===== config.mk =====
export PLATFORM = sky130hd
export DESIGN_NAME = fp16_dot_accum_seq
export DESIGN_NICKNAME = d
export VERILOG_FILES = /design/src/rtl/fp16_pkg.sv /design/src/rtl/fma_issue_tracker.sv /design/src/rtl/fp16_dot_accum_seq.sv
export SDC_FILE = /design/constraint.sdc
export NUM_CORES = 1
export LEC_CHECK = 0
export ABC_CLOCK_PERIOD_IN_PS = 3150
export BUFFER_PORTS_ARGS = -buffer_cell sky130_fd_sc_hd__clkbuf_2
export CAP_MARGIN = 5
export CELL_PAD_IN_SITES_DETAIL_PLACEMENT = 1
export CELL_PAD_IN_SITES_GLOBAL_PLACEMENT = 1
export CORE_MARGIN = 5
export CORE_UTILIZATION = 40
export CTS_CLUSTER_DIAMETER = 150
export DETAILED_ROUTE_END_ITERATION = 12
export PLACE_DENSITY_LB_ADDON = 0.08
export SLEW_MARGIN = 15
export SYNTH_ARGS = -nofsm -noshare
export SYNTH_HDL_FRONTEND = slang
export SYNTH_HIERARCHICAL = 1
export SYNTH_SLANG_ARGS = --single-unit

===== constraint.sdc =====
create_clock -name clk -period 3.15 [get_ports clk]
set_input_delay 0.1575 -clock clk [delete_from_list [all_inputs] [get_ports clk]]
set_output_delay 0.1575 -clock clk [all_outputs]
set_load 0.01 [all_outputs]

===== src/rtl/fp16_pkg.sv =====
// Shared FP16 types and constants for the dot-product datapath.
package fp16_pkg;

  typedef logic [15:0] fp16_t;

  localparam fp16_t FP16_ZERO = 16'h0000;
  localparam fp16_t FP16_ONE  = 16'h3C00;

  typedef enum logic [1:0] {
    ACCUM,
    DRAIN,
    REDUCE,
    RESULT
  } dot_state_t;

endpackage


===== src/rtl/fma_issue_tracker.sv =====
// Remembers which FMA issues belong to this block, so that only those results are consumed.
// Anything still in the FMA pipe from before a reset or a clear is reported as not own.
module fma_issue_tracker #(
  parameter int unsigned LAT = 4
) (
  input  logic clk,
  input  logic rst,
  input  logic issue,
  input  logic clear,
  output logic own
);

  logic [LAT-1:0] bits_q, bits_d;

  // Shift one issue bit per cycle; the bit leaving the top lines up with its FMA result.
  always_comb begin
    bits_d = {bits_q[LAT-2:0], issue};
    if (clear) begin
      bits_d = '0;
    end
  end

  // Tracker register with synchronous reset.
  always_ff @(posedge clk) begin
    if (rst) begin
      bits_q <= '0;
    end else begin
      bits_q <= bits_d;
    end
  end

  assign own = bits_q[LAT-1];

endmodule


===== src/rtl/fp16_dot_accum_seq.sv =====
// Streaming FP16 dot-product sequencer. Rotates accumulation among LAT partial-sum slots to
// hide the FMA latency, then drains the pipe and folds the partials with a serial chain of
// r*1.0 + acc[k] operations through the same FMA.
module fp16_dot_accum_seq
  import fp16_pkg::*;
#(
  parameter int unsigned LAT = 4
) (
  input  logic        clk,
  input  logic        rst,
  input  logic        in_valid,
  output logic        in_ready,
  input  logic [15:0] in_a,
  input  logic [15:0] in_b,
  input  logic        in_last,
  output logic        fma_valid,
  output logic [15:0] fma_a,
  output logic [15:0] fma_b,
  output logic [15:0] fma_c,
  input  logic        fma_out_valid,
  input  logic [15:0] fma_out,
  output logic        out_valid,
  input  logic        out_ready,
  output logic [15:0] out_sum
);

  localparam int unsigned PtrW = (LAT > 1) ? $clog2(LAT) : 1;
  localparam int unsigned CntW = $clog2(LAT + 1);

  dot_state_t      state_q, state_d;
  logic [PtrW-1:0] ptr_q, ptr_d, ptr_next;
  fp16_t           acc_q [LAT];
  fp16_t           acc_d [LAT];
  logic [CntW-1:0] cnt_q, cnt_d;
  // Index of the next partial to fold in during REDUCE; 0 means the chain has not started.
  logic [CntW-1:0] red_k_q, red_k_d;
  fp16_t           out_sum_q, out_sum_d;
  logic            own;
  logic            trk_clear;
  fp16_t           cur;

  fma_issue_tracker #(
    .LAT (LAT)
  ) u_tracker (
    .clk   (clk),
    .rst   (rst),
    .issue (fma_valid),
    .clear (trk_clear),
    .own   (own)
  );

  assign ptr_next = (ptr_q == PtrW'(LAT - 1)) ? '0 : ptr_q + PtrW'(1);
  // A returning own result is the freshest value of the slot it was issued from.
  assign cur      = own ? fma_out : acc_q[ptr_q];
  assign out_sum  = out_sum_q;

  // Next-state, slot update and FMA issue decode.
  always_comb begin
    state_d   = state_q;
    ptr_d     = ptr_q;
    acc_d     = acc_q;
    cnt_d     = cnt_q;
    red_k_d   = red_k_q;
    out_sum_d = out_sum_q;
    in_ready  = 1'b0;
    fma_valid = 1'b0;
    fma_a     = FP16_ZERO;
    fma_b     = FP16_ZERO;
    fma_c     = FP16_ZERO;
    out_valid = 1'b0;
    trk_clear = 1'b0;

    unique case (state_q)
      ACCUM: begin
        in_ready = 1'b1;
        ptr_d    = ptr_next;
        if (own) begin
          acc_d[ptr_q] = fma_out;
        end
        if (in_valid) begin
          fma_valid = 1'b1;
          fma_a     = in_a;
          fma_b     = in_b;
          fma_c     = cur;
          if (in_last) begin
            state_d = DRAIN;
            cnt_d   = CntW'(LAT);
          end
        end
      end

      DRAIN: begin
        ptr_d = ptr_next;
        if (own) begin
          acc_d[ptr_q] = fma_out;
        end
        cnt_d = cnt_q - CntW'(1);
        if (cnt_q == CntW'(1)) begin
          state_d = REDUCE;
          red_k_d = '0;
        end
      end

      REDUCE: begin
        if (red_k_q == '0) begin
          fma_valid = 1'b1;
          fma_a     = acc_q[0];
          fma_b     = FP16_ONE;
          fma_c     = acc_q[1];
          red_k_d   = CntW'(2);
        end else if (own) begin
          if (red_k_q == CntW'(LAT)) begin
            out_sum_d = fma_out;
            state_d   = RESULT;
          end else begin
            // Chain the next op off the result arriving this very cycle.
            fma_valid = 1'b1;
            fma_a     = fma_out;
            fma_b     = FP16_ONE;
            fma_c     = acc_q[red_k_q[PtrW-1:0]];
            red_k_d   = red_k_q + CntW'(1);
          end
        end
      end

      RESULT: begin
        out_valid = 1'b1;
        if (out_ready) begin
          for (int k = 0; k < LAT; k++) begin
            acc_d[k] = FP16_ZERO;
          end
          ptr_d     = '0;
          trk_clear = 1'b1;
          state_d   = ACCUM;
        end
      end

      default: begin
        state_d = ACCUM;
      end
    endcase
  end

  // State and datapath registers with synchronous reset.
  always_ff @(posedge clk) begin
    if (rst) begin
      state_q   <= ACCUM;
      ptr_q     <= '0;
      cnt_q     <= '0;
      red_k_q   <= '0;
      out_sum_q <= FP16_ZERO;
      for (int k = 0; k < LAT; k++) begin
        acc_q[k] <= FP16_ZERO;
      end
    end else begin
      state_q   <= state_d;
      ptr_q     <= ptr_d;
      cnt_q     <= cnt_d;
      red_k_q   <= red_k_d;
      out_sum_q <= out_sum_d;
      acc_q     <= acc_d;
    end
  end

  // Every result the tracker claims must actually be presented by the FMA.
  a_own_has_valid : assert property (@(posedge clk) disable iff (rst) own |-> fma_out_valid);

endmodule


==> impl_metrics.ini <==
[synthesis]
avgSynthCellArea_um2 = 9.39
synth.distinct_cells = 43
synth-edff-count = 0
synth_warnings = 6
synthTopCellsByArea = dfxtp_1 37%, a32o_1 12%, mux2_2 7.2%
async_flop_share = 0
synth_area_leader_cell = dfxtp_1
synthCells = 547
synth_top_area_share = 0.366
synth_nets = 614
ys_seq_area_frac = 0.366
synth_ff_type = dfxtp_1
syn_area_mm2 = 0.00514
synth-seq-cells = 94

[setup_path]
slowest_delay_ns = 0.59
cp_num_buf_inv = 3
path_class = flop to output port
cp.required_ns = 2.99
crit_fanout = 21
slowest_stage = inv_1
crit_top_cell = inv_1
arrival_ns = 2.56
start_kind = flop
cp_cell_sequence = inv_1 -> ha_1 -> inv_1 -> nor2_1 -> or2_2 -> clkbuf_2
end_kind = output port
path_delay_family = buffers and inverters

[floorplan]
core_mm2 = 0.0126
die_w_um = 123
io_pins = 121
die_h_um = 123
fp-row-count = 41
die_area_mm2 = 0.0152
start_util = 0.407

[clock_tree]
clockBufferDepth = 2
clock-sinks = 94
cts-resized-gates = 0
clockRootBuffer = clkbuf_16
cts-htree-levels = 3
cts_hold_buf = 0
numCtsBuffers = 9
cts_tree = done
clk_pin_slew_ns = 0.07
cts_setup_buffers = 0
clkLatencyLatePin_ns = 0.35

[drt]
dr.pass1.iters = 8
drtIter0Drc = 419
wl_met3_um = 864
wire_per_inst_um = 21.6
ant_nets = 0
top_layer = met4
remaining_drc_errors = 0
met2_length_um = 8980
drt-met1-wl_um = 7690
wl_um = 17800
vias_per_cell = 5.99
vias = 4933

[sta]
max_freq_mhz = 368
worst_pin_slew_ns = 1.03
drv_slew = 0
fin_skew_ns = 0.00675
slew_headroom = 0.312
post-route-period-util = 0.864
rsz0062_at_grt = no
fin_tns_setup_ns = 0
setup_viol = 0
hold_violations = 0
setup_ws_ns = 0.430
period_minus_slack_ns = 2.72

[grt]
grt_pass1_vias = 5155
antenna_found_initial = 0
overflow = 0
grt_pass1_wl_um = 28000
grt_max_degree = 65
grtUsageTotal = 0.240

[layout]
num_antenna_cells = 0
layout.nets = 714
area_growth_pct = 19.6
nFillCells = 1530
final_cell_area_mm2 = 0.00614
utilization = 0.487
drive_gt1_frac = 0.308

[run_status]
outcome = finished, final reports clean

[place]
gp_congestion = 0.815
dpl.hpwl_um = 12000
pre_cts_ws_ns = 0.613
placed_cell_area_mm2 = 0.00586
numPortBuffers = 119

[power]
vdd_drop_max_mv = 0.241
design_power_total_mw = 3.52
powerDensity_mw_per_mm2 = 573
p_leak_nw = 2.43

[hold_path]
hold_class = input port to flop

[run]
max-cap-violations = 0
==> synth_stat cells (10+ instances only) <==
| cell | n |
|---|---|
| a21oi_1 | 40 |
| a222oi_1 | 16 |
| a22oi_1 | 16 |
| a32o_1 | 64 |
| and3_1 | 13 |
| buf_2 | 14 |
| clkbuf_1 | 29 |
| dfxtp_1 | 94 |
| ha_1 | 13 |
| inv_1 | 11 |
| mux2_2 | 33 |
| mux2i_1 | 32 |
| nand2_1 | 70 |
| nor2_1 | 10 |
| o21ai_0 | 23 |
| o22ai_1 | 15 |
==> placed cells by master (no fill, tap or decap), types with 2 or more instances in the layout <==
| master | n |
|---|---|
| nor3b_4 | 4 |
| nand3_1 | 4 |
| dfxtp_1 | 94 |
| clkbuf_1 | 2 |
| mux2i_1 | 32 |
| a22oi_1 | 16 |
| a21o_1 | 4 |
| inv_1 | 11 |
| o21ai_0 | 23 |
| nor3b_1 | 4 |
| or4_1 | 2 |
| clkbuf_16 | 9 |
| buf_4 | 19 |
| nor2b_1 | 3 |
| nand2_1 | 70 |
| nand2b_1 | 2 |
| clkbuf_8 | 2 |
| a32o_1 | 64 |
| o22ai_1 | 15 |
| ha_1 | 13 |
| nand4_1 | 2 |
| and3_1 | 13 |
| a21oi_1 | 40 |
| and2_1 | 2 |
| clkinv_2 | 2 |
| mux2_2 | 33 |
| a221oi_1 | 2 |
| a222oi_1 | 16 |
| nor2_1 | 9 |
| nor2_2 | 4 |
| clkbuf_2 | 119 |
==> metrics by stage <==
step	hold slack, ns	cells
after floorplan	0.233	547
after global placement	0.442	808
after detailed placement	0.448	808
after CTS	0.119	824
after global routing	0.160	824
final	0.133	824
==> routing by layer <==
layer,vias to the layer above,GRT usage
li1,2318,-
met1,2460,0.305
met2,131,0.420
met3,24,0.0311
met4,0,0.0789
met5,-,0
==> cell type report <==
class	instances	area, um2	share of cell area
Inverter	11	41.3	0.00672
Timing Repair Buffer	138	738	0.120
Multi-Input combinational cell	393	2990	0.486
Clock inverter	3	18.8	0.00306
Tap cell	172	215	0.0350
Sequential cell	94	1880	0.306
Clock buffer	13	260	0.0424
==> final timing paths <==
check                                              from                  endpoint  slack [ns]  cells past startpoint
worst max-delay path            state_q[0]$_SDFFE_PP0P_                 fma_valid        0.43                      6
worst min-delay path                        fma_out[11]  out_sum[11]$_SDFFE_PP0P_        0.13                      3
worst max register to register  state_q[1]$_SDFFE_PP0P_    acc_q[32]$_SDFFE_PP0P_        0.57                      6
worst min register to register  out_sum[9]$_SDFFE_PP0P_   out_sum[9]$_SDFFE_PP0P_        0.46                      2
==> cells by family after synthesis <==
family	synth area share
adders and majority gates	0.0317
and+or+nand+nor	0.130
muxes	0.139
buffers and inverters	0.0546
AOI/OAI and AO/OA	0.279
DFF	0.366
==> state kept, by name, indices dropped and copies added, names as in the netlist <==
| name | flops |
|---|---|
| state_q | 2 |
| out_sum | 16 |
| ptr_q | 2 |
| red_k_q | 3 |
| cnt_q | 3 |
| u_tracker/bits_q | 4 |
| acc_q | 64 |
==> tightest hold or removal path: stages <==
cell	delay, ns
clkbuf_2	0.14
nand2_1	0.08
a21oi_1	0.05
==> power breakdown <==
part / switching (mW) / total (mW) / internal (mW)
Combinational: 0.694 / 1.14 / 0.445
Sequential: 0.0891 / 1.34 / 1.25
Clock: 0.464 / 1.04 / 0.578
(Power assumes the default switching activity.)
